$ cat config.mk
export PLATFORM = sky130hd
export DESIGN_NAME = ball_handoff_scheduler
export DESIGN_NICKNAME = d
export VERILOG_FILES = /design/src/rtl/ball_handoff_scheduler.sv
export SDC_FILE = /design/constraint.sdc
export NUM_CORES = 1
export LEC_CHECK = 0
export CAP_MARGIN = 20
export CORE_MARGIN = 3
export CORE_UTILIZATION = 41
export CTS_BUF_LIST = sky130_fd_sc_hd__clkbuf_4 sky130_fd_sc_hd__clkbuf_8 sky130_fd_sc_hd__clkbuf_16
export DETAILED_ROUTE_END_ITERATION = 16
export PLACE_DENSITY = 0.74
export SKIP_CTS_REPAIR_TIMING = 1
export SYNTH_ARGS = -nofsm -noshare
export SYNTH_HDL_FRONTEND = slang
export SYNTH_SLANG_ARGS = --single-unit
$ cat constraint.sdc
create_clock -name clk -period 2.3 [get_ports clk]
set_clock_uncertainty 0.15 [all_clocks]
set_input_delay 0.46 -clock clk [delete_from_list [all_inputs] [get_ports clk]]
set_output_delay 0.46 -clock clk [all_outputs]
set_load 0.03 [all_outputs]
$ cat src/rtl/ball_handoff_scheduler.sv
// ball_handoff_scheduler: captures the ball state on screen exit, launches an I2C
// register transfer to the neighbouring screen, and reports success or failure.
// Optional feature macro HANDOFF_RETRY_EN adds bounded retries with a backoff gap.
module ball_handoff_scheduler #(
   parameter int unsigned TIMEOUT_CYC = 25000,
   parameter int unsigned MAX_RETRY   = 3,
   parameter int unsigned BACKOFF_CYC = 256
) (
   input  logic       clk,
   input  logic       reset,
   input  logic       game_start,
   input  logic       ball_exit,
   input  logic [9:0] ball_y,
   input  logic [7:0] ball_vy,
   input  logic [7:0] gravity,
   input  logic [7:0] ball_speed,
   input  logic       win_flag,
   input  logic       i2c_done,
   input  logic       i2c_ack_err,
   output logic [7:0] slv_reg0_y0,
   output logic [7:0] slv_reg1_y1,
   output logic [7:0] slv_reg2_vy,
   output logic [7:0] slv_reg3_gravity,
   output logic [7:0] slv_reg4_speed,
   output logic [7:0] slv_reg5_win_flag,
   output logic       i2c_start,
   output logic       busy,
   output logic       handoff_ok,
   output logic       handoff_fail,
   output logic [2:0] state_dbg
);

   localparam logic [2:0] S_IDLE    = 3'd0;
   localparam logic [2:0] S_ARMED   = 3'd1;
   localparam logic [2:0] S_LOAD    = 3'd2;
   localparam logic [2:0] S_START   = 3'd3;
   localparam logic [2:0] S_WAIT    = 3'd4;
   localparam logic [2:0] S_BACKOFF = 3'd5;
   localparam logic [2:0] S_DONE    = 3'd6;

   localparam int unsigned TO_W = (TIMEOUT_CYC > 1) ? $clog2(TIMEOUT_CYC) : 1;
   localparam logic [TO_W-1:0] TO_LAST = TO_W'(TIMEOUT_CYC - 1);
   localparam logic [TO_W-1:0] TO_SAT  = '1;

   // Reject configurations the timing scheme cannot honour.
   if (TIMEOUT_CYC < 2 || BACKOFF_CYC < 1 || MAX_RETRY > 255) begin : g_bad_cfg
      $error("ball_handoff_scheduler: unsupported TIMEOUT_CYC/BACKOFF_CYC/MAX_RETRY");
   end

   logic [2:0]      state, state_nxt;
   logic [TO_W-1:0] to_cnt, to_cnt_nxt;
   logic            attempt_fail_c;
   logic            give_up_c;

   // Ball state latched in the cycle the exit pulse is accepted.
   logic [9:0] cap_y;
   logic [7:0] cap_vy, cap_grav, cap_speed;
   logic       cap_win;

`ifdef HANDOFF_RETRY_EN
   localparam int unsigned RT_W = (MAX_RETRY > 0) ? $clog2(MAX_RETRY + 1) : 1;
   localparam logic [RT_W-1:0] RT_MAX = RT_W'(MAX_RETRY);
   localparam int unsigned BO_W = (BACKOFF_CYC > 1) ? $clog2(BACKOFF_CYC) : 1;
   localparam logic [BO_W-1:0] BO_LAST = BO_W'(BACKOFF_CYC - 1);

   logic [RT_W-1:0] rt_cnt, rt_cnt_nxt;
   logic [BO_W-1:0] bo_cnt, bo_cnt_nxt;
`endif

   assign state_dbg = state;

   // Next-state, counter and event decode.
   always_comb begin
      state_nxt      = state;
      to_cnt_nxt     = to_cnt;
      attempt_fail_c = 1'b0;
      give_up_c      = 1'b0;
`ifdef HANDOFF_RETRY_EN
      rt_cnt_nxt     = rt_cnt;
      bo_cnt_nxt     = bo_cnt;
`endif
      case (state)
         S_IDLE:  if (game_start) state_nxt = S_ARMED;
         S_ARMED: if (ball_exit) state_nxt = S_LOAD;
         S_LOAD: begin
            state_nxt = S_START;
`ifdef HANDOFF_RETRY_EN
            rt_cnt_nxt = '0;
`endif
         end
         S_START: begin
            to_cnt_nxt = '0;
            state_nxt  = S_WAIT;
         end
         S_WAIT: begin
            if (i2c_done) begin
               if (i2c_ack_err) attempt_fail_c = 1'b1;
               else             state_nxt = S_DONE;
            end else if (to_cnt == TO_LAST) begin
               attempt_fail_c = 1'b1;
            end else if (to_cnt != TO_SAT) begin
               to_cnt_nxt = to_cnt + 1'b1;
            end
         end
         S_BACKOFF: begin
`ifdef HANDOFF_RETRY_EN
            if (bo_cnt == BO_LAST) state_nxt = S_START;
            else                   bo_cnt_nxt = bo_cnt + 1'b1;
`else
            state_nxt = S_ARMED;
`endif
         end
         S_DONE:  state_nxt = slv_reg5_win_flag[0] ? S_IDLE : S_ARMED;
         default: state_nxt = S_IDLE;
      endcase

      // A failed attempt either schedules a retry or gives up.
      if (attempt_fail_c) begin
`ifdef HANDOFF_RETRY_EN
         if (rt_cnt < RT_MAX) begin
            rt_cnt_nxt = rt_cnt + 1'b1;
            bo_cnt_nxt = '0;
            state_nxt  = S_BACKOFF;
         end else begin
            give_up_c = 1'b1;
            state_nxt = S_ARMED;
         end
`else
         give_up_c = 1'b1;
         state_nxt = S_ARMED;
`endif
      end

      // Re-arm request outside IDLE overrides everything, silently.
      if (game_start && state != S_IDLE) begin
         state_nxt = S_ARMED;
         give_up_c = 1'b0;
`ifdef HANDOFF_RETRY_EN
         rt_cnt_nxt = '0;
`endif
      end
   end

   // State, capture, register image and registered status outputs.
   always_ff @(posedge clk) begin
      if (!reset) begin
         state             <= S_IDLE;
         to_cnt            <= '0;
         cap_y             <= '0;
         cap_vy            <= '0;
         cap_grav          <= '0;
         cap_speed         <= '0;
         cap_win           <= 1'b0;
         slv_reg0_y0       <= '0;
         slv_reg1_y1       <= '0;
         slv_reg2_vy       <= '0;
         slv_reg3_gravity  <= '0;
         slv_reg4_speed    <= '0;
         slv_reg5_win_flag <= '0;
         i2c_start         <= 1'b0;
         busy              <= 1'b0;
         handoff_ok        <= 1'b0;
         handoff_fail      <= 1'b0;
      end else begin
         state  <= state_nxt;
         to_cnt <= to_cnt_nxt;
         if (state == S_ARMED && state_nxt == S_LOAD) begin
            cap_y     <= ball_y;
            cap_vy    <= ball_vy;
            cap_grav  <= gravity;
            cap_speed <= ball_speed;
            cap_win   <= win_flag;
         end
         if (state == S_LOAD) begin
            slv_reg0_y0       <= cap_y[7:0];
            slv_reg1_y1       <= {6'b0, cap_y[9:8]};
            slv_reg2_vy       <= cap_vy;
            slv_reg3_gravity  <= cap_grav;
            slv_reg4_speed    <= cap_speed;
            slv_reg5_win_flag <= {7'b0, cap_win};
         end
         i2c_start    <= (state_nxt == S_START);
         busy         <= (state_nxt == S_LOAD) || (state_nxt == S_START) ||
                         (state_nxt == S_WAIT) || (state_nxt == S_BACKOFF);
         handoff_ok   <= (state_nxt == S_DONE);
         handoff_fail <= give_up_c;
      end
   end

`ifdef HANDOFF_RETRY_EN
   // Retry and backoff counters.
   always_ff @(posedge clk) begin
      if (!reset) begin
         rt_cnt <= '0;
         bo_cnt <= '0;
      end else begin
         rt_cnt <= rt_cnt_nxt;
         bo_cnt <= bo_cnt_nxt;
      end
   end
`endif

endmodule

==> metrics.cfg, run 1 <==
[layout]
final_util_pct=54.8
n_antenna_cell=0
syn2layout_area_growth_pct=29.8
fin_area_mm2=0.00509
fin_nets=596
fillCellCount=863
drive_gt1_share_pct=9.12

[worst_setup_path]
worstPathMaxFanout=10
r2r-start=to_cnt[0]
endpoint_kind=output port
crit_start=state_dbg[1]
cp.required_ns=1.69
start_kind=flip-flop
r2r-end=to_cnt[3]
rr_worst_depth=7
path_class=reg2out
rrSetupSlack_ns=0.15
worstPathArrival_ns=1.57

[timing]
slew_headroom_pct=44.0
min_period_ns=2.18
tightest_slew_ns=0.840
final.setup.tns_ns=0
period_share_pct=94.6
rsz0062_at_grt=no
holdWs_ns=0.313
hold_viol=0
max_freq_mhz=459
setup_viol=0
drv_slew=0

[grt]
antenna_found_initial=0
grt.busiest_layer=met2
grtUsageMet2_pct=27.9
overflow=0
grt_util_met3_pct=5.86
grtUsageTotal_pct=16.8
grt_pass1_vias=3260
grt_use_met1_pct=21.1
grt_pass1_wl_um=15200
grt_max_degree=36

[floorplan]
die_x_um=104
fp.dieArea_mm2=0.0108
core_area_mm2=0.00928
pin_count=96
initial_core_util_pct=42.2
num_rows=35
die_h_um=104

[route]
drtAntennaViolNets=0
first_iter_violations=99
first_pass_iters=4
drcViolationCount=0
routedWlPerCell_um=13.3
via_count=3430
drt-total-wl_um=9160
viasPerCell=4.99

[clock_tree]
clockBufferDepth=2
cts_tree=yes
root_buffer=clkbuf_8
clock_latency_ns=0.36
cts_made_buffers=9
cts.sink_count=92
clkTransAtPathRegs_ns=0.10
htree_levels=3

[run_status]
status=finished clean

[pwr]
ir_worst_vdd_v=0.000336
p_per_area_mw_per_mm2=580
leakage_nw=1.70

[synth]
synth-compound-area-share_pct=19.5
synth_cell_types=51
synth_area_per_cell_um2=8.29
synth-simple-area-share_pct=25.7
syn-instance-count=473
synth_top_area_share_pct=47.0
ys_seq_elements=92
synth_mux_area_share_pct=0.287
ys.flop_type=dfxtp_1
yosys_warnings=0
synth_xor_area_share_pct=0
synth_top_family_by_area=simple AND/OR/NAND/NOR gates
async_flop_share_pct=0
synth_top_cells_by_area=dfxtp_1 (47%), nand2_1 (15%), a21boi_0 (13%)
synth_seq_area_share_pct=47.0
synth_area_mm2=0.00392
synth_edf_count=0
synth_fa_ha_area_share_pct=0.319
synth_top_area_cell=dfxtp_1

[min_path]
min_to=slv_reg0_y0[5]
min_path_type=reg2reg
min_from=cap_y[5]
min_path_cells=2

[placement]
placed_area_mm2=0.00489
io_buffers=82
hpwl_um=6210
place.gp.congestion=0.815

[job]
max_cap_violations=0

[critical path, cell delays in order, from the launching register on]
cell             delay [ns]
dfxtp_1                0.35
buf_4                  0.18
clkdlybuf4s50_1        0.68
[logic make-up after synthesis]
kind of cell	count (synthesis)
and+or+nand+nor	224
AOI/OAI and AO/OA	105
DFF	92
buffers and inverters	49
muxes	1
adders and majority gates	1
other	1
[state kept, by name, indices dropped and copies added (netlist names)]
signal             cells
i2c_start              1
cap_grav               8
cap_y                 10
slv_reg2_vy            8
cap_speed              8
to_cnt                15
handoff_ok             1
cap_vy                 8
state_dbg              3
slv_reg1_y1            2
slv_reg5_win_flag      1
cap_win                1
slv_reg0_y0            8
slv_reg3_gravity       8
handoff_fail           1
busy                   1
slv_reg4_speed         8
[final cells by class]
type	instances	area [µm²]	share of cell area (%)
clock buffer	10	131	2.58
clock inverter	6	70.1	1.38
inverter	4	15.0	0.295
multi-input combinational	344	1860	36.5
sequential	92	1840	36.2
tap	129	161	3.17
timing repair buffer	103	1010	19.9
[metrics by stage]
stage | power, W | cells | setup slack [ns]
final | 0.00295 | 688 | 0.123
after global routing | 0.00307 | 688 | 0.0440
after CTS | 0.00299 | 688 | 0.0926
after detailed placement | 0.00189 | 672 | -0.0219
after global placement | 0.00188 | 672 | -0.0120
after floorplan | 0.00179 | 485 | 0.0877
[cell usage in the layout, fill, tap and decap left out, types with 3 or more instances in the layout]
master / netlist / layout
nand3_1: 7 / 7
o31ai_1: 9 / 9
nand2b_1: 3 / 3
clkbuf_8: 1 / 9
nor2_1: 14 / 14
and2_1: 3 / 3
buf_12: 1 / 3
a21boi_0: 70 / 70
clkdlybuf4s50_1: 0 / 81
nand2_1: 161 / 161
dfxtp_1: 92 / 91
o21ai_0: 4 / 4
nor4_1: 3 / 3
a21oi_1: 9 / 9
nand4_1: 4 / 4
buf_4: 14 / 18
conb_1: 1 / 13
or4_1: 9 / 9
inv_1: 4 / 4
[metal layers]
layer | share of wire [%] | wire [µm]
met5 | 0 | 0
met3 | 7.3 | 673
met2 | 47 | 4280
met1 | 45 | 4130
met4 | 0.76 | 70
[cell usage after synthesis (all sizes together), types with 3 or more instances]
cell and count:
nand2 161, dfxtp 92, a21boi 71, clkbuf 25
buf 19, nor2 15, a21oi 11, or4 11
o31ai 9, nand3 7, o21ai 5, inv 4
nand4 4, nor4 4, and2 3, nand2b 3
or3 3
[power breakdown]
group | internal [W] | switching, W
clock network | 0.000524 | 0.000579
registers | 0.00161 | 0.00000909
logic | 0.000111 | 0.000119
[worst max-delay path by stage]
| stage | end | slack, ns | cells after the start |
|---|---|---|---|
| 3_3_place_gp | to_cnt[3] | -0.01 | 6 |
| 6_report | state_dbg[1] | 0.12 | 2 |
| 2_1_floorplan | to_cnt[3] | 0.09 | 6 |
| 4_1_cts | state_dbg[1] | 0.09 | 2 |
| 5_1_grt | to_cnt[9] | 0.04 | 6 |
| 3_5_place_dp | to_cnt[3] | -0.02 | 6 |
Power figures use the tool's default switching activity.
==> inputs of run 2 (changes only) <==
--- a/config.mk
+++ b/config.mk
@@ -11,6 +11,7 @@
 export CTS_BUF_LIST = sky130_fd_sc_hd__clkbuf_4 sky130_fd_sc_hd__clkbuf_8 sky130_fd_sc_hd__clkbuf_16
 export DETAILED_ROUTE_END_ITERATION = 16
 export PLACE_DENSITY = 0.74
+export REMOVE_ABC_BUFFERS = 1
 export SKIP_CTS_REPAIR_TIMING = 1
 export SYNTH_ARGS = -nofsm -noshare
 export SYNTH_HDL_FRONTEND = slang
==> metrics.cfg, run 2 (synthesized netlist as in run 1, its figures left out) <==
[clock_tree]
cts.sink_count=92
clock_latency_ns=0.35
cts_tree=yes
cts_made_buffers=9
clkTransAtPathRegs_ns=0.10
root_buffer=clkbuf_8
clockBufferDepth=2
htree_levels=3

[worst_setup_path]
cp.required_ns=1.69
critPathTopFamily=buffers and inverters
path_cells=buf_4, clkdlybuf4s50_1
slowest_delay_ns=0.68
worstPathArrival_ns=1.61
path_class=reg2out
start_kind=flip-flop
endpoint_kind=output port
crit_buf_inv=2
worstPathMaxFanout=9
critical_path.slowest_cell=clkdlybuf4s50_1

[floorplan]
die_h_um=104
fp.dieArea_mm2=0.0108
pin_count=96
num_rows=35
die_x_um=104
core_area_mm2=0.00928
initial_core_util_pct=42.2

[timing]
drv_slew=0
setup_viol=0
period_share_pct=96.5
min_period_ns=2.22
final.setup.tns_ns=0
hold_viol=0
tightest_slew_ns=0.794
max_freq_mhz=451
holdWs_ns=0.313
slew_headroom_pct=47.1
rsz0062_at_grt=no

[route]
drcViolationCount=0
first_iter_violations=111
drt-total-wl_um=9260
via_count=3415
first_pass_iters=4
routedWlPerCell_um=13.4
drtAntennaViolNets=0
viasPerCell=4.96

[layout]
regArea_mm2=0.00184
fin_nets=597
multi_input_area_mm2=0.00186
reg.largest.list=to_cnt (15), cap_y (10)
regMostFlops=to_cnt
fin_area_mm2=0.00509
n_antenna_cell=0
largest_reg_flops=15
fillCellCount=851
drive_gt1_share_pct=9.29
final_common_cell=nand2_1
final_cell_mix=nand2_1 (161), dfxtp_1 (92), clkdlybuf4s50_1 (81)
syn2layout_area_growth_pct=29.8

[run_status]
status=finished clean

[pwr]
p_per_area_mw_per_mm2=585
ir_worst_vdd_v=0.000381
leakage_nw=1.70

[grt]
grt_util_met3_pct=2.87
grt_use_met1_pct=22.0
grt.busiest_layer=met2
grt_pass1_vias=3373
overflow=0
grt_pass1_wl_um=15800
antenna_found_initial=0
grtUsageMet2_pct=30.0
grtUsageTotal_pct=17.4
grt_max_degree=57

[placement]
placed_area_mm2=0.00488
io_buffers=82
place.gp.congestion=0.880
hpwl_um=6460

[job]
max_cap_violations=0

[min_path]
min_path_type=reg2reg

run 2: tightest hold or removal path: stages, from the launching register on:
cell,delay [ns]
dfxtp_1,0.32
nand2_1,0.05
a21boi_0,0.06
run 2: where the power goes:
| part | internal [W] | total, W | leakage [nW] | switching, W |
|---|---|---|---|---|
| sequential | 0.00161 | 0.00162 | 0.743 | 0.00000902 |
| clock | 0.000529 | 0.00112 | 0.103 | 0.000595 |
| combinational | 0.000112 | 0.000234 | 0.853 | 0.000122 |
run 2: final timing paths:
| path | from | end | slack, ns | depth (start not counted) |
|---|---|---|---|---|
| setup / recovery | state_dbg[1] | state_dbg[1] | 0.08 | 2 |
| hold / removal | cap_speed[2] | slv_reg4_speed[2] | 0.31 | 2 |
| hold reg to reg | cap_speed[2] | slv_reg4_speed[2] | 0.31 | 2 |
| setup reg to reg | state_dbg[1] | to_cnt[3] | 0.12 | 6 |
run 2: per-layer routing:
layer  share of wire, %  wire, µm  up-vias
met4                1.6       146        0
met2                 48      4450      100
met5                  0         0        -
met3                4.8       445       12
li1                   -         -     1714
met1                 46      4220     1589
run 2: area by class of cell:
cell class	instances	share of cell area [%]
flip-flops and latches	92	36.2
multi-input cells	344	36.6
repair buffers	104	19.8
well taps	129	3.17
clock inverters	6	1.40
inverters	4	0.295
clock buffers	10	2.58
run 2: metrics by stage:
stage / utilization [%] / cells / worst slack (ns) / total power (W)
2_1_floorplan: - / 440 / -0.821 / 0.00176
3_3_place_gp: 52.6 / 673 / -0.0251 / 0.00189
3_5_place_dp: 52.6 / 673 / -0.0479 / 0.00189
4_1_cts: 54.7 / 689 / 0.0713 / 0.00301
5_1_grt: 54.8 / 689 / 0.00356 / 0.00309
6_report: 54.8 / 689 / 0.0808 / 0.00298
==> inputs of run 3 (changes only) <==
--- a/config.mk
+++ b/config.mk
@@ -7,10 +7,10 @@
 export LEC_CHECK = 0
 export CAP_MARGIN = 20
 export CORE_MARGIN = 3
-export CORE_UTILIZATION = 41
+export CORE_UTILIZATION = 49
 export CTS_BUF_LIST = sky130_fd_sc_hd__clkbuf_4 sky130_fd_sc_hd__clkbuf_8 sky130_fd_sc_hd__clkbuf_16
 export DETAILED_ROUTE_END_ITERATION = 16
-export PLACE_DENSITY = 0.74
+export PLACE_DENSITY = 0.85
 export REMOVE_ABC_BUFFERS = 1
 export SKIP_CTS_REPAIR_TIMING = 1
 export SYNTH_ARGS = -nofsm -noshare
==> constraint.sdc (replaced) <==
create_clock -name clk -period 2.3 [get_ports clk]
set_clock_uncertainty 0.15 [all_clocks]
set_input_delay 0.46 -clock clk [delete_from_list [all_inputs] [get_ports clk]]
set_output_delay 0.46 -clock clk [all_outputs]
set_load 0.1 [all_outputs]
==> metrics.cfg, run 3 (synthesized netlist as in run 1, its figures left out) <==
[job]
max_cap_violations=0

[timing]
fin_ws_ns=0.0990
drv_slew=0
min_period_ns=2.20
slew_headroom_pct=50.5
period_share_pct=95.7
rsz0062_at_grt=no
setup_viol=0
hold_viol=0
holdWs_ns=0.313
max_freq_mhz=454
tightest_slew_ns=0.743

[worst_setup_path]
crit_buf_inv=1
r2r-start=state_dbg[1]
slowest_delay_ns=0.65
crit_start=state_dbg[1]
endpoint_kind=flip-flop
path_class=reg2reg
worstPathArrival_ns=2.32
worstPathMaxFanout=20
critical_path.slowest_cell=or4_2
cp.required_ns=2.41
critPathTopFamily=simple AND/OR/NAND/NOR gates
path_cells=or3b_1, nor2_4, a21boi_2, buf_12, or4_2, a21oi_2
start_kind=flip-flop

[floorplan]
die_x_um=95.4
fp.dieArea_mm2=0.00911
die_h_um=95.4
pin_count=96
core_area_mm2=0.00749
num_rows=31
initial_core_util_pct=52.4

[pwr]
p_per_area_mw_per_mm2=606
power_w=0.00301
leakage_nw=1.79
ir_worst_vdd_v=0.000376

[clock_tree]
htree_levels=3
cts.sink_count=92
clock_latency_ns=0.34
cts_tree=yes
cts_made_buffers=9
clockBufferDepth=2
root_buffer=clkbuf_8
clkTransAtPathRegs_ns=0.09

[layout]
fin_nets=594
reg.largest.list=to_cnt (15), cap_y (10)
drive_gt1_share_pct=16.0
fin_cells=654
largest_reg_flops=15
final_cell_mix=nand2_1 (161), dfxtp_1 (92), a21boi_0 (70)
fillCellCount=618
syn2layout_area_growth_pct=26.8
final_common_cell=nand2_1
n_antenna_cell=0
regMostFlops=to_cnt

[grt]
grt_max_degree=62
grt_pass1_wl_um=14900
antenna_found_initial=0
overflow=0
grt_pass1_vias=3292
grtUsageTotal_pct=20.6

[route]
drtAntennaViolNets=0
via_count=3421
first_iter_violations=193
first_pass_iters=6
drcViolationCount=0
drt-total-wl_um=9000
routedWlPerCell_um=13.8
viasPerCell=5.23

[placement]
dp_slack_ns=-0.0427
place.gp.congestion=0.915
io_buffers=82
hpwl_um=6200
post-place-cells=640

[min_path]
min_from=slv_reg4_speed[2]
min_path_type=reg2reg

[run_status]
status=finished clean

run 3: changes by cell type in the layout (fill, tap and decap cells not counted):
cell             change
inv_8                -1
nor2_1               -1
clkbuf_8             +1
clkinv_2             -1
clkdlybuf4s50_1     -42
nor4_1               +1
nor2_2               +1
clkinv_4             +1
inv_6                -1
nor4_2               -1
buf_12               +5
buf_4               +34
clkinvlp_4           -1
run 3: per-stage QoR:
step,setup TNS [ns],utilization [%],instance area [µm²]
finish,0,66.4,4970
global route,0,66.4,4970
CTS,0,66.4,4970
detailed placement,-0.0427,63.8,4780
global placement,0,63.8,4780
floorplan,-80.75,-,3700
run 3: power breakdown:
part           switching [W]  internal (W)  leakage [nW]
registers         0.00000973       0.00161         0.743
clock network       0.000534      0.000539        0.0993
logic               0.000205      0.000116         0.946
run 3: routing by layer:
metal / routed length [µm] / global-route usage (%)
met2: 4610 / 37.2
met4: 148 / 8.06
met1: 3750 / 24.3
met5: 0 / 0
met3: 487 / 3.31
run 3: path summary, 6_finish.rpt:
path / to / slack (ns) / cells past startpoint
max reg2reg: to_cnt[3] / 0.1 / 6
min reg2reg: slv_reg4_speed[2] / 0.31 / 2
max: to_cnt[3] / 0.1 / 6
min: slv_reg4_speed[2] / 0.31 / 2
run 3: tightest hold or removal path: stages, from the launching register on:
cell	delay, ns
dfxtp_1	0.31
nand2_1	0.04
a21boi_0	0.06
run 3: area by class of cell:
class | instances | area [µm²] | share of cell area [%]
Inverter | 4 | 15.0 | 0.302
Clock buffer | 11 | 145 | 2.92
Tap cell | 99 | 124 | 2.49
Sequential cell | 92 | 1840 | 37.0
Clock inverter | 3 | 47.5 | 0.956
Timing Repair Buffer | 101 | 941 | 18.9
Multi-Input combinational cell | 344 | 1860 | 37.4
